File: src/rtl/instr_loader_if.sv
// instr_loader_if: byte-stream input and instruction-memory write port of the program loader.
//   byte_valid/byte_data  source -> loader, byte offered this cycle
//   byte_ready            loader -> source, byte accepted when valid && ready
//   wr_en/wr_addr/wr_data loader -> instruction memory, one-cycle write strobe per word
//   master: byte source / memory side; slave: the loader.
interface instr_loader_if;
    logic        byte_valid;
    logic [7:0]  byte_data;
    logic        byte_ready;
    logic        wr_en;
    logic [31:0] wr_addr;
    logic [31:0] wr_data;
    modport master (output byte_valid, byte_data, input byte_ready, wr_en, wr_addr, wr_data);
    modport slave  (input byte_valid, byte_data, output byte_ready, wr_en, wr_addr, wr_data);
endinterface

File: src/rtl/instr_loader.sv
// instr_loader: loads a length-prefixed little-endian byte stream into instruction memory,
// holding the core in reset until the whole image is written.
//   clk      system clock, rising edge
//   reset    asynchronous, active-low
//   start    one-cycle pulse, re-arms from DONE or ERROR
//   bus      instr_loader_if.slave: byte stream in, memory write port out
//   cpu_hold 1 keeps the core in reset
//   done     image loaded and accepted
//   error    load aborted (count overflow, or checksum mismatch)
// Optional: define INSTR_LOADER_CHECKSUM_EN to expect a trailing XOR checksum byte.
module instr_loader #(
    parameter int unsigned MAX_WORDS = 256,
    parameter logic [31:0] BASE_ADDR = 32'h0000_0000
) (
    input  logic          clk,
    input  logic          reset,
    input  logic          start,
    instr_loader_if.slave bus,
    output logic          cpu_hold,
    output logic          done,
    output logic          error
);
    localparam int CW = $clog2(MAX_WORDS + 1);
    typedef enum logic [2:0] {
        LEN_LO, LEN_HI, DATA,
`ifdef INSTR_LOADER_CHECKSUM_EN
        CHECK,
`endif
        DONE, ERROR
    } state_t;
    state_t        state;
    logic [15:0]   len;
    logic [CW-1:0] word_cnt;
    logic [1:0]    byte_idx;
    logic [23:0]   shreg;
    logic          take;
    logic [15:0]   n_hdr;
    logic          last_word;
`ifdef INSTR_LOADER_CHECKSUM_EN
    logic [7:0]    csum;
`endif
    assign bus.byte_ready = state != DONE && state != ERROR;
    assign take = bus.byte_valid && bus.byte_ready;
    assign n_hdr = {bus.byte_data, len[7:0]};
    // word_cnt still holds the index of the word being completed
    assign last_word = 16'(word_cnt) + 16'd1 == len;
    always_ff @(posedge clk or negedge reset) begin
        if (!reset) begin
            state       <= LEN_LO;
            len         <= '0;
            word_cnt    <= '0;
            byte_idx    <= '0;
            shreg       <= '0;
            bus.wr_en   <= 1'b0;
            bus.wr_addr <= BASE_ADDR;
            bus.wr_data <= '0;
            cpu_hold    <= 1'b1;
            done        <= 1'b0;
            error       <= 1'b0;
`ifdef INSTR_LOADER_CHECKSUM_EN
            csum        <= '0;
`endif
        end else begin
            bus.wr_en <= 1'b0;
            case (state)
                LEN_LO: if (take) begin
                    len[7:0] <= bus.byte_data;
                    state    <= LEN_HI;
                end
                LEN_HI: if (take) begin
                    len <= n_hdr;
                    if (32'(n_hdr) > MAX_WORDS) begin
                        state <= ERROR;
                        error <= 1'b1;
                    end else if (n_hdr == 16'd0) begin
`ifdef INSTR_LOADER_CHECKSUM_EN
                        state <= CHECK;
`else
                        state    <= DONE;
                        done     <= 1'b1;
                        cpu_hold <= 1'b0;
`endif
                    end else begin
                        state <= DATA;
                    end
                end
                DATA: if (take) begin
                    // bytes arrive LSB first, so shift in from the top
                    shreg    <= {bus.byte_data, shreg[23:8]};
                    byte_idx <= byte_idx + 2'd1;
`ifdef INSTR_LOADER_CHECKSUM_EN
                    csum     <= csum ^ bus.byte_data;
`endif
                    if (byte_idx == 2'd3) begin
                        bus.wr_en   <= 1'b1;
                        bus.wr_addr <= BASE_ADDR + (32'(word_cnt) << 2);
                        bus.wr_data <= {bus.byte_data, shreg};
                        word_cnt    <= word_cnt + 1'b1;
                        if (last_word) begin
`ifdef INSTR_LOADER_CHECKSUM_EN
                            state <= CHECK;
`else
                            state    <= DONE;
                            done     <= 1'b1;
                            cpu_hold <= 1'b0;
`endif
                        end
                    end
                end
`ifdef INSTR_LOADER_CHECKSUM_EN
                CHECK: if (take) begin
                    if (bus.byte_data == csum) begin
                        state    <= DONE;
                        done     <= 1'b1;
                        cpu_hold <= 1'b0;
                    end else begin
                        state <= ERROR;
                        error <= 1'b1;
                    end
                end
`endif
                default: if (start) begin
                    state       <= LEN_LO;
                    cpu_hold    <= 1'b1;
                    done        <= 1'b0;
                    error       <= 1'b0;
                    len         <= '0;
                    word_cnt    <= '0;
                    byte_idx    <= '0;
                    bus.wr_addr <= BASE_ADDR;
`ifdef INSTR_LOADER_CHECKSUM_EN
                    csum        <= '0;
`endif
                end
            endcase
        end
    end
endmodule

File: src/flat_wrapper.sv
// flat-port wrapper written by rule: the top's interface ports become plain ports
module instr_loader_flat 
#(
    parameter int unsigned MAX_WORDS = 256,
    parameter logic [31:0] BASE_ADDR = 32'h0000_0000
)
  (clk, reset, start, cpu_hold, done, error, bus_byte_valid, bus_byte_data, bus_byte_ready, bus_wr_en, bus_wr_addr, bus_wr_data);
  instr_loader_if bus_i ();
  input  logic clk;
  input  logic reset;
  input  logic start;
  output logic cpu_hold;
  output logic done;
  output logic error;
  input wire logic [$bits(bus_i.byte_valid)-1:0] bus_byte_valid;
  input wire logic [$bits(bus_i.byte_data)-1:0] bus_byte_data;
  output wire logic [$bits(bus_i.byte_ready)-1:0] bus_byte_ready;
  output wire logic [$bits(bus_i.wr_en)-1:0] bus_wr_en;
  output wire logic [$bits(bus_i.wr_addr)-1:0] bus_wr_addr;
  output wire logic [$bits(bus_i.wr_data)-1:0] bus_wr_data;
  assign bus_i.byte_valid = bus_byte_valid;
  assign bus_i.byte_data = bus_byte_data;
  assign bus_byte_ready = bus_i.byte_ready;
  assign bus_wr_en = bus_i.wr_en;
  assign bus_wr_addr = bus_i.wr_addr;
  assign bus_wr_data = bus_i.wr_data;
  instr_loader #(.MAX_WORDS(MAX_WORDS), .BASE_ADDR(BASE_ADDR)) u_core (.clk(clk), .reset(reset), .start(start), .bus(bus_i), .cpu_hold(cpu_hold), .done(done), .error(error));
endmodule
File: config.mk
export PLATFORM = sky130hd
export DESIGN_NAME = instr_loader_flat
export DESIGN_NICKNAME = d
export VERILOG_FILES = /design/src/rtl/instr_loader_if.sv /design/src/rtl/instr_loader.sv /design/src/flat_wrapper.sv
export SDC_FILE = /design/constraint.sdc
export NUM_CORES = 1
export LEC_CHECK = 0
export ABC_AREA = 1
export CAP_MARGIN = 15
export CORE_MARGIN = 5
export CORE_UTILIZATION = 57
export CTS_BUF_LIST = sky130_fd_sc_hd__clkbuf_4 sky130_fd_sc_hd__clkbuf_8 sky130_fd_sc_hd__clkbuf_16
export DETAILED_ROUTE_END_ITERATION = 8
export GPL_ROUTABILITY_DRIVEN = 0
export PLACE_DENSITY_LB_ADDON = 0.2
export RECOVER_POWER = 100
export SLEW_MARGIN = 20
export SYNTH_ARGS = -nofsm -noshare
export SYNTH_HDL_FRONTEND = slang
export SYNTH_SLANG_ARGS = --single-unit
File: constraint.sdc
create_clock -name clk -period 3.5 [get_ports clk]
set_input_delay 0.7 -clock clk [delete_from_list [all_inputs] [get_ports clk]]
set_output_delay 0.7 -clock clk [all_outputs]
set_load 0.01 [all_outputs]
==> flow_summary.toml, run 1 <==
[cts]
cts.clk_slew.worst_paths_ns = 0.09
clock_latency_ns = 0.38
cts_num_sinks = 99
numCtsBuffers = 9
ctsLongestPathBuffers = 2
cts_tree = "done"
htreeDepth = 3
post_cts_buffers = 0
cts_root_buffer = "clkbuf_8"
post_cts_resized = 0
cts_hold_buf = 0

[logic_synthesis]
synth_edf_count = 0
yosysTopAreaCellShare_pct = 54.1
synthesis.area_um2 = 4530
synth.area.top_cells = "dfrtp_1, nand2_1, inv_1, o21ai_0, buf_4"
syn_inst = 515
ys_ff_latch = 99
syn_avg_cell_area_um2 = 8.80
synthFlopType = "dfrtp_1"
synth_area_leader_cell = "dfrtp_1"
synth_most_common_cell = "nand2_1"
synth_cell_type_count = 34
yosys_warnings = 0
async_flop_share_pct = 100
synth_commonest_cells = "nand2_1, dfrtp_1, inv_1"
ys_seq_area_share_pct = 54.7

[worst_setup_path]
critPathMaxFanout = 36
path_cells = "dlygate4sd3_1 > inv_1 > nor2_1 > inv_4 > nor2_8 > inv_1 > buf_12 > nand2_1 > o21ai_0"
cpPeakStageDelay_ns = 0.67
worstPathRequired_ns = 3.75
critPathKind = "primary input to flip-flop"
r2r_slack_ns = 0.93
critical_path.most_common_cell = "inv_1"
cp.arrival_ns = 2.99
slowest_stage = "dlygate4sd3_1"
critPathCaptureType = "flip-flop"
critPathLaunchType = "primary input"

[power]
p_per_area_nw_per_um2 = 583
ir_drop_uv = 372
p_leak_nw = 2.64
finalPower_mw = 3.03

[sta]
fmax_ghz = 0.364
fin_crit_sh_pct = 78.4
hold_violations = 0
rsz0062_at_grt = "false"
worst_slew_pin_slew_ns = 1.23
finalSetupViolCount = 0
min_period_ns = 2.75
maxSlewViolCount = 0
skew_ns = 0.0122
hold_slack_ns = 0.475
slew-limit-headroom_pct = 17.7
setup_tns_ns = 0

[global_routing]
met1_usage_pct = 28.8
antenna_found_initial = 0
grt_start_max_net_pins = 52
grt-busiest-layer = "met2"
grt_overflow = 0
grt_pass1_wl_mm = 16.2
grt_pass1_vias = 3459
use_met2_pct = 32.5
grt_use_total_pct = 20.7
met3_usage_pct = 4.07

[cells_and_area]
nets = 586
drive_gt1_share_pct = 5.37
insertedDiodeCount = 0
area_delta_synth_final_pct = 14.7
design_area_um2 = 5190
final_cells = 679

[routing]
num_vias = 3527
drt-wirelength-per-cell_um = 14.1
drtAntennaViolNets = 0
drc_errors = 0
drt_iter0_drc = 244
wl_mm = 9.61
avgViaCountPerCell = 5.19
firstDrtPassIters = 5

[floorplanning]
start_util_pct = 58.6
fp.dieH_um = 99.2
io-pin-count = 81
die_area_um2 = 9830
rows = 32
die_w_um = 99.2
coreArea_um2 = 7730

[placement]
numPortBuffers = 57
dp_hpwl_mm = 7.04
placedCellCount = 663
place_area_um2 = 5090

[run_status]
status = "complete, no violations"

[min_path]
holdCritPathClass = "flip-flop to flip-flop"

[run]
maxCapViolCount = 0
[routing by layer]
layer / vias up / wire length [um]
li1: 1718 / -
met1: 1660 / 4200
met2: 135 / 4560
met3: 14 / 665
met4: 0 / 171
met5: - / 0
[final cells by class]
cell class,instances,area (um^2)
clock buffer,10,131
multi-input combinational,339,1570
tap,102,128
fill,645,2530
clock inverter,6,57.6
timing repair buffer,60,594
inverter,63,239
sequential,99,2480
[cells in the final DEF (no fill, tap or decap), types with 2 or more instances in the layout]
| cell type | instances |
|---|---|
| conb_1 | 23 |
| clkbuf_2 | 2 |
| nor2_4 | 2 |
| inv_2 | 2 |
| nand3_2 | 2 |
| nor2_1 | 25 |
| inv_1 | 60 |
| nand2_1 | 156 |
| clkdlybuf4s50_1 | 10 |
| o21ai_1 | 2 |
| clkinv_4 | 3 |
| nand4_1 | 9 |
| nand3_1 | 20 |
| inv_8 | 2 |
| o21ai_0 | 71 |
| clkbuf_8 | 9 |
| o22ai_1 | 15 |
| ha_1 | 2 |
| dlygate4sd3_1 | 46 |
| dfrtp_1 | 98 |
[logic make-up after synthesis]
family / count (synthesis) / share of synthesized area [%]
flip-flops: 99 / 54.7
AO/OA/AOI/OAI: 94 / 11.9
buffers and inverters: 99 / 11.1
XOR/XNOR: 2 / 0.690
AND/OR/NAND/NOR: 218 / 21.0
adder cells (fa/ha/maj): 2 / 0.552
other: 1 / 0.0828
[path summary, 6_finish.rpt]
check	cells past startpoint	start	to
setup / recovery	9	bus_byte_valid	u_core.bus.wr_data[25]
hold / removal	2	u_core.bus.wr_data[8]	u_core.bus.wr_data[8]
setup reg to reg	11	u_core.state[0]	u_core.bus.wr_data[25]
hold reg to reg	2	u_core.bus.wr_data[8]	u_core.bus.wr_data[8]
max in group asynchronous	2	reset	u_core.bus.wr_addr[3]
min in group asynchronous	1	reset	u_core.bus.wr_data[20]
[critical path, delay by kind of cell]
family / cells / cell delay [ns]
buffers and inverters: 5 / 1.71
AND/OR/NAND/NOR: 3 / 0.48
AO/OA/AOI/OAI: 1 / 0.08
[registers in the layout (all words and copies together) (netlist names)]
register            flops
u_core.len             16
u_core.bus.wr_en        1
u_core.shreg           24
u_core.word_cnt         9
u_core.error            1
u_core.cpu_hold         1
u_core.state            3
u_core.bus.wr_addr      9
u_core.bus.wr_data     32
u_core.byte_idx         2
u_core.done             1
[power by group]
group | total (mW) | leakage (nW) | switching (mW) | internal (mW)
Clock | 0.700 | 0.0983 | 0.418 | 0.283
Combinational | 0.838 | 1.29 | 0.546 | 0.292
Sequential | 1.49 | 1.25 | 0.119 | 1.37
Total | 3.03 | 2.64 | 1.08 | 1.94
[per-stage QoR]
stage	worst slack, ns	utilization, %
final	0.755	67.2
after global routing	0.533	67.2
after CTS	1.07	68.3
after detailed placement	0.784	65.9
after global placement	0.829	65.9
after floorplan	1.75	-
No activity file was read; power rests on OpenSTA's default activity.
==> run 2: changes to the inputs <==
--- a/config.mk
+++ b/config.mk
@@ -8,7 +8,7 @@
 export ABC_AREA = 1
 export CAP_MARGIN = 15
 export CORE_MARGIN = 5
-export CORE_UTILIZATION = 57
+export CORE_UTILIZATION = 47
 export CTS_BUF_LIST = sky130_fd_sc_hd__clkbuf_4 sky130_fd_sc_hd__clkbuf_8 sky130_fd_sc_hd__clkbuf_16
 export DETAILED_ROUTE_END_ITERATION = 8
 export GPL_ROUTABILITY_DRIVEN = 0
==> constraint.sdc (replaced) <==
create_clock -name clk -period 2.5 [get_ports clk]
set_input_delay 0.5 -clock clk [delete_from_list [all_inputs] [get_ports clk]]
set_output_delay 0.5 -clock clk [all_outputs]
set_load 0.01 [all_outputs]
==> run 2 against run 1 <==
Clock-buffer cell count decreased by 1. Cell count increased by 5.0%. Via count decreased by 1.2%. Sequential share of layout area decreased by 0.67 points. Worst hold slack got worse by 0.12 ns. Critical path depth decreased by 5. Global-route usage decreased by 3.2 points. Sequential power increased by 40%. Die area increased by 19%. Flip-flop and latch count unchanged. Clock skew decreased by 0.0029 ns. Cell area increased by 1.4%. Critical path type is now flip-flop to output pin. Highest routed layer unchanged.
==> flow_summary.toml, run 2 (synthesis results as in run 1) <==
[floorplanning]
fp.dieH_um = 108
coreArea_um2 = 9330
rows = 35
die_w_um = 108
io-pin-count = 81
die_area_um2 = 11700
start_util_pct = 48.6

[global_routing]
grt_start_max_net_pins = 50
grt_pass1_wl_mm = 16.1
grt_pass1_vias = 3227
grt_overflow = 0
antenna_found_initial = 0
grt_use_total_pct = 17.4

[worst_setup_path]
critPathMaxFanout = 4
cp.arrival_ns = 1.77
crit_buf_inv = 1
critical_path.most_common_cell = "nor2_1"
critPathLaunchType = "flip-flop"
critPathCaptureType = "output pin"
critPathKind = "flip-flop to output pin"
worstPathRequired_ns = 2.00
path_cells = "nor2_1 > nor2_1 > o21ai_0 > clkdlybuf4s50_1"
cpPeakStageDelay_ns = 0.57
cpLargestDelayFamily = "buffers and inverters"
slowest_stage = "clkdlybuf4s50_1"

[cells_and_area]
final_common_cell = "nand2_1"
insertedDiodeCount = 0
top_regs = "u_core.bus.wr_data (32), u_core.shreg (24), u_core.len (16)"
largest_reg_flops = 32
nets = 593
regMostFlops = "u_core.bus.wr_data"
final_cells = 713
drive_gt1_share_pct = 5.48
final_cell_mix = "nand2_1, dfrtp_1, o21ai_0, inv_1, dlygate4sd3_1"
area_delta_synth_final_pct = 16.3

[sta]
skew_ns = 0.00924
maxSlewViolCount = 0
rsz0062_at_grt = "false"
min_period_ns = 2.27
worst_slew_pin_slew_ns = 1.19
slew-limit-headroom_pct = 20.6
finalSetupViolCount = 0
fin_crit_sh_pct = 91.0
fmax_ghz = 0.440
setup_tns_ns = 0
hold_violations = 0

[placement]
placedCellCount = 697
numPortBuffers = 57
dp_hpwl_mm = 7.07

[run_status]
status = "complete, no violations"

[routing]
avgViaCountPerCell = 4.88
drc_errors = 0
drt-wirelength-per-cell_um = 13.5
wl_mm = 9.61
drt_iter0_drc = 250
drtAntennaViolNets = 0
num_vias = 3483
firstDrtPassIters = 5

[cts]
cts_root_buffer = "clkbuf_8"
cts_hold_buf = 0
post_cts_buffers = 0
ctsLongestPathBuffers = 2
cts_tree = "done"
htreeDepth = 3
numCtsBuffers = 9
cts_num_sinks = 99
post_cts_resized = 0
cts.clk_slew.worst_paths_ns = 0.10
clock_latency_ns = 0.37

[run]
maxCapViolCount = 0

[power]
p_per_area_nw_per_um2 = 821
ir_drop_uv = 555
p_leak_nw = 2.65

[min_path]
holdCritPathClass = "primary input to async pin"
## run 2: final timing paths
path / depth (start not counted) / start / to / slack, ns
max: 4 / u_core.state[0] / bus_byte_ready / 0.23
min: 1 / reset / u_core.shreg[7] / 0.36
max reg2reg: 11 / u_core.state[0] / u_core.bus.wr_data[24] / 0.37
min reg2reg: 2 / u_core.cpu_hold / u_core.cpu_hold / 0.47
max in group asynchronous: 2 / reset / u_core.len[14] / 0.75
min in group clk: 2 / u_core.cpu_hold / u_core.cpu_hold / 0.47
## run 2: metal layers
| layer | vias to the layer above | track usage (%) | part of all wire (%) |
|---|---|---|---|
| met3 | 12 | 3.46 | 5.7 |
| met4 | 0 | 4.60 | 1.3 |
| met1 | 1637 | 26.3 | 49 |
| met5 | - | 0 | 0 |
| met2 | 105 | 25.8 | 44 |
| li1 | 1729 | - | - |
## run 2: final cells by class
class                           count  area (um^2)
Fill cell                         875         4060
Sequential cell                    99         2480
Multi-Input combinational cell    339         1560
Timing Repair Buffer               67          621
Inverter                           63          239
Tap cell                          129          161
Clock buffer                        9          124
Clock inverter                      7         82.6
## run 2: report_power, final
group | total [mW] | leakage (nW) | internal (mW) | switching (mW)
clock | 1.08 | 0.0984 | 0.479 | 0.604
combinational | 1.17 | 1.30 | 0.418 | 0.747
sequential | 2.08 | 1.25 | 1.92 | 0.160
total | 4.33 | 2.65 | 2.81 | 1.51
## run 2: worst register-to-register path, cell delays in order (launching register included)
cell and delay (ns):
dfrtp_1 0.42, nor2_1 0.21, clkinv_1 0.16, nor2_4 0.13, inv_1 0.10, nor2_1 0.23
inv_4 0.15, nor2_8 0.10, inv_1 0.05, buf_4 0.25, nand2_1 0.12, o21ai_0 0.09
## run 2: stage by stage
stage | utilization (%) | instance area [um^2] | setup WS, ns | hold WS (ns) | power [mW]
finish | 56.5 | 5270 | 0.226 | 0.356 | 4.33
global route | 56.5 | 5270 | 0.118 | 0.439 | 4.62
CTS | 57.5 | 5360 | 0.253 | 0.156 | 4.41
detailed placement | 55.3 | 5150 | 0.348 | 0.457 | 3.33
global placement | 55.3 | 5150 | 0.370 | 0.455 | 3.30
floorplan | - | 4610 | 0.854 | 0.204 | 2.94
==> RTL change: new RTL, flow settings as in run 1 <==
Build with the macro `INSTR_LOADER_CHECKSUM_EN` defined.
--- a/src/rtl/instr_loader.sv
+++ b/src/rtl/instr_loader.sv
@@ -8,6 +8,8 @@
 //   done     image loaded and accepted
 //   error    load aborted (count overflow, or checksum mismatch)
 // Optional: define INSTR_LOADER_CHECKSUM_EN to expect a trailing XOR checksum byte.
+`define INSTR_LOADER_CHECKSUM_EN
+
 module instr_loader #(
     parameter int unsigned MAX_WORDS = 256,
     parameter logic [31:0] BASE_ADDR = 32'h0000_0000
Behaviour: not the same (Yosys sat finds a counterexample within 4 cycles, from zero or initial values and one cycle with reset low).
==> RTL change against run 1 <==
Clock power up 5.6%; total power is 4.1% lower; cell count up 8.2%; global-route usage is essentially flat; final area rose by 8.9%; sequential share of layout area is 0.36 points lower; routed wire length up 8.6%; synthesized area increased by 9.6%; worst setup slack better by 61 ps; sequential cell count is 8 higher.
==> RTL change: results (changes against run 1) <==
Crit-path slowest cell=nor2_1; fraction of layout cells with a size suffix above 1=4.31% (-1.1 points); status=completed; Worst Hold Class=in -> async; CTS root buf=clkbuf_8; xor/xnor share of the synthesized area=2.67% (+2.0 points); Reg2Reg Setup Slack=820 ps (-110 ps); GR Layer Usage met3=4.49% (+0.43 points); Worst Skew=8.37 ps (-3.81 ps); met2 GRT Util=31.5% (-1.1 points); met1 usage=30.9% (+2.1 points); Slew Limit Headroom=31.3% (+14 points); library cells used by synthesis=35 (+2.9%); leakage=2.89 nW (+9.3%); largest net degree at the start of global routing=108 (+110%); Final HPWL DP=7420 µm (+5.5%); Starting DRT DRC Count=248 (+1.6%); Num CTS Buffers=9 (unchanged); Max clock buf depth=2 (unchanged); Synth Area in Compound Gates=11.4% (-0.51 points); post-synthesis mux area share=0.202% (+0.20 points); Synth area leaders=dfrtp_1 53%, nand2_1 11%, o21ai_0 8.3%, nand3_1 5.5%, inv_1 4.6%; first-pass GRT wire length=17300 µm (+6.4%); fill count=736 (+14%); Critical Path AT=2970 ps (-20 ps); sequential area share after synthesis=54.0% (-0.75 points); CP max FO=16 (-56%); number of max-cap violations=0 (unchanged); nets@finish=636 (+8.5%); R2R depth=7 (-4); reg2reg start=u_core.state[2]$_DFFE_PN0P_; slowest cell delay on critical path=800 ps (+130 ps); clock-pin slew on the worst setup and hold paths=110 ps (+20 ps); Worst VDD drop=0.293 mV (-21%); DR vias=3832 (+8.6%); Post-Synth Adder-Cell Area=0.504% (-0.048 points); ys async rst share=100% (unchanged); number of global-route vias before repair=3633 (+5.0%); overall global routing resource usage=20.7% (about the same)
RTL change: cell count changes in the layout (fill, tap and decap cells not counted), sizes merged, moves of 6 or more:
cell	delta
dfrtp	+8
nand3	+33
nor2	-6
o21ai	+10
o22ai	-9
xnor2	+6
RTL change: kinds of logic (layout without fill, tap and decap cells):
group	count (synthesis)	after routing
XOR/XNOR	12	12
other	1	23
AND/OR/NAND/NOR	237	237
AO/OA/AOI/OAI	103	103
flip-flops	107	107
adder cells (fa/ha/maj)	2	2
buffers and inverters	109	142
multiplexers	1	1
RTL change: cell type report:
cell class | instances | share of cell area [%]
sequential | 107 | 47.4
multi-input combinational | 378 | 32.0
timing repair buffer | 61 | 10.6
inverter | 65 | 4.31
tap | 108 | 2.39
clock buffer | 10 | 2.32
clock inverter | 6 | 1.02
RTL change: power by group:
| group | internal (mW) | switching (mW) |
|---|---|---|
| Sequential | 1.37 | 0.0848 |
| Clock | 0.284 | 0.455 |
| Combinational | 0.243 | 0.464 |
RTL change: worst max-delay path by stage:
| stage | startpoint | end | slack (ps) | depth (start not counted) |
|---|---|---|---|---|
| floorplan | bus_byte_valid | u_core.len[7]$_DFFE_PN0P_ | 1880 | 6 |
| global placement | bus_byte_valid | u_core.csum[7]$_DFFE_PN0P_ | 1050 | 7 |
| detailed placement | bus_byte_valid | u_core.csum[4]$_DFFE_PN0P_ | 970 | 7 |
| CTS | u_core.state[1]$_DFFE_PN0P_ | bus_byte_ready | 1160 | 3 |
| global route | u_core.state[2]$_DFFE_PN0P_ | u_core.len[13]$_DFFE_PN0P_ | 590 | 7 |
| finish | u_core.state[2]$_DFFE_PN0P_ | u_core.len[11]$_DFFE_PN0P_ | 820 | 7 |
RTL change: metal layers:
metal / up-vias / wire length [µm]
li1: 1889 / -
met1: 1803 / 4870
met2: 130 / 4800
met3: 10 / 688
met4: 0 / 68
met5: - / 0
RTL change: through the flow:
step                util [%]  cells  hold WS [ps]  instance area [µm²]  worst slack [ps]
finish                  65.8    735           409                 5660               816
global route            65.8    735           463                 5660               591
CTS                     66.3    735           415                 5700              1160
detailed placement      64.1    719           467                 5510               972
global placement        64.1    719           463                 5510              1050
floorplan                  -    594           404                 5050              1880
RTL change: worst max-delay path, delay by kind of cell (launching register included):
| family | cells | cell delay [ps] |
|---|---|---|
| AO/OA/AOI/OAI | 3 | 930 |
| buffers and inverters | 1 | 140 |
| flip-flops | 1 | 460 |
| AND/OR/NAND/NOR | 3 | 1070 |
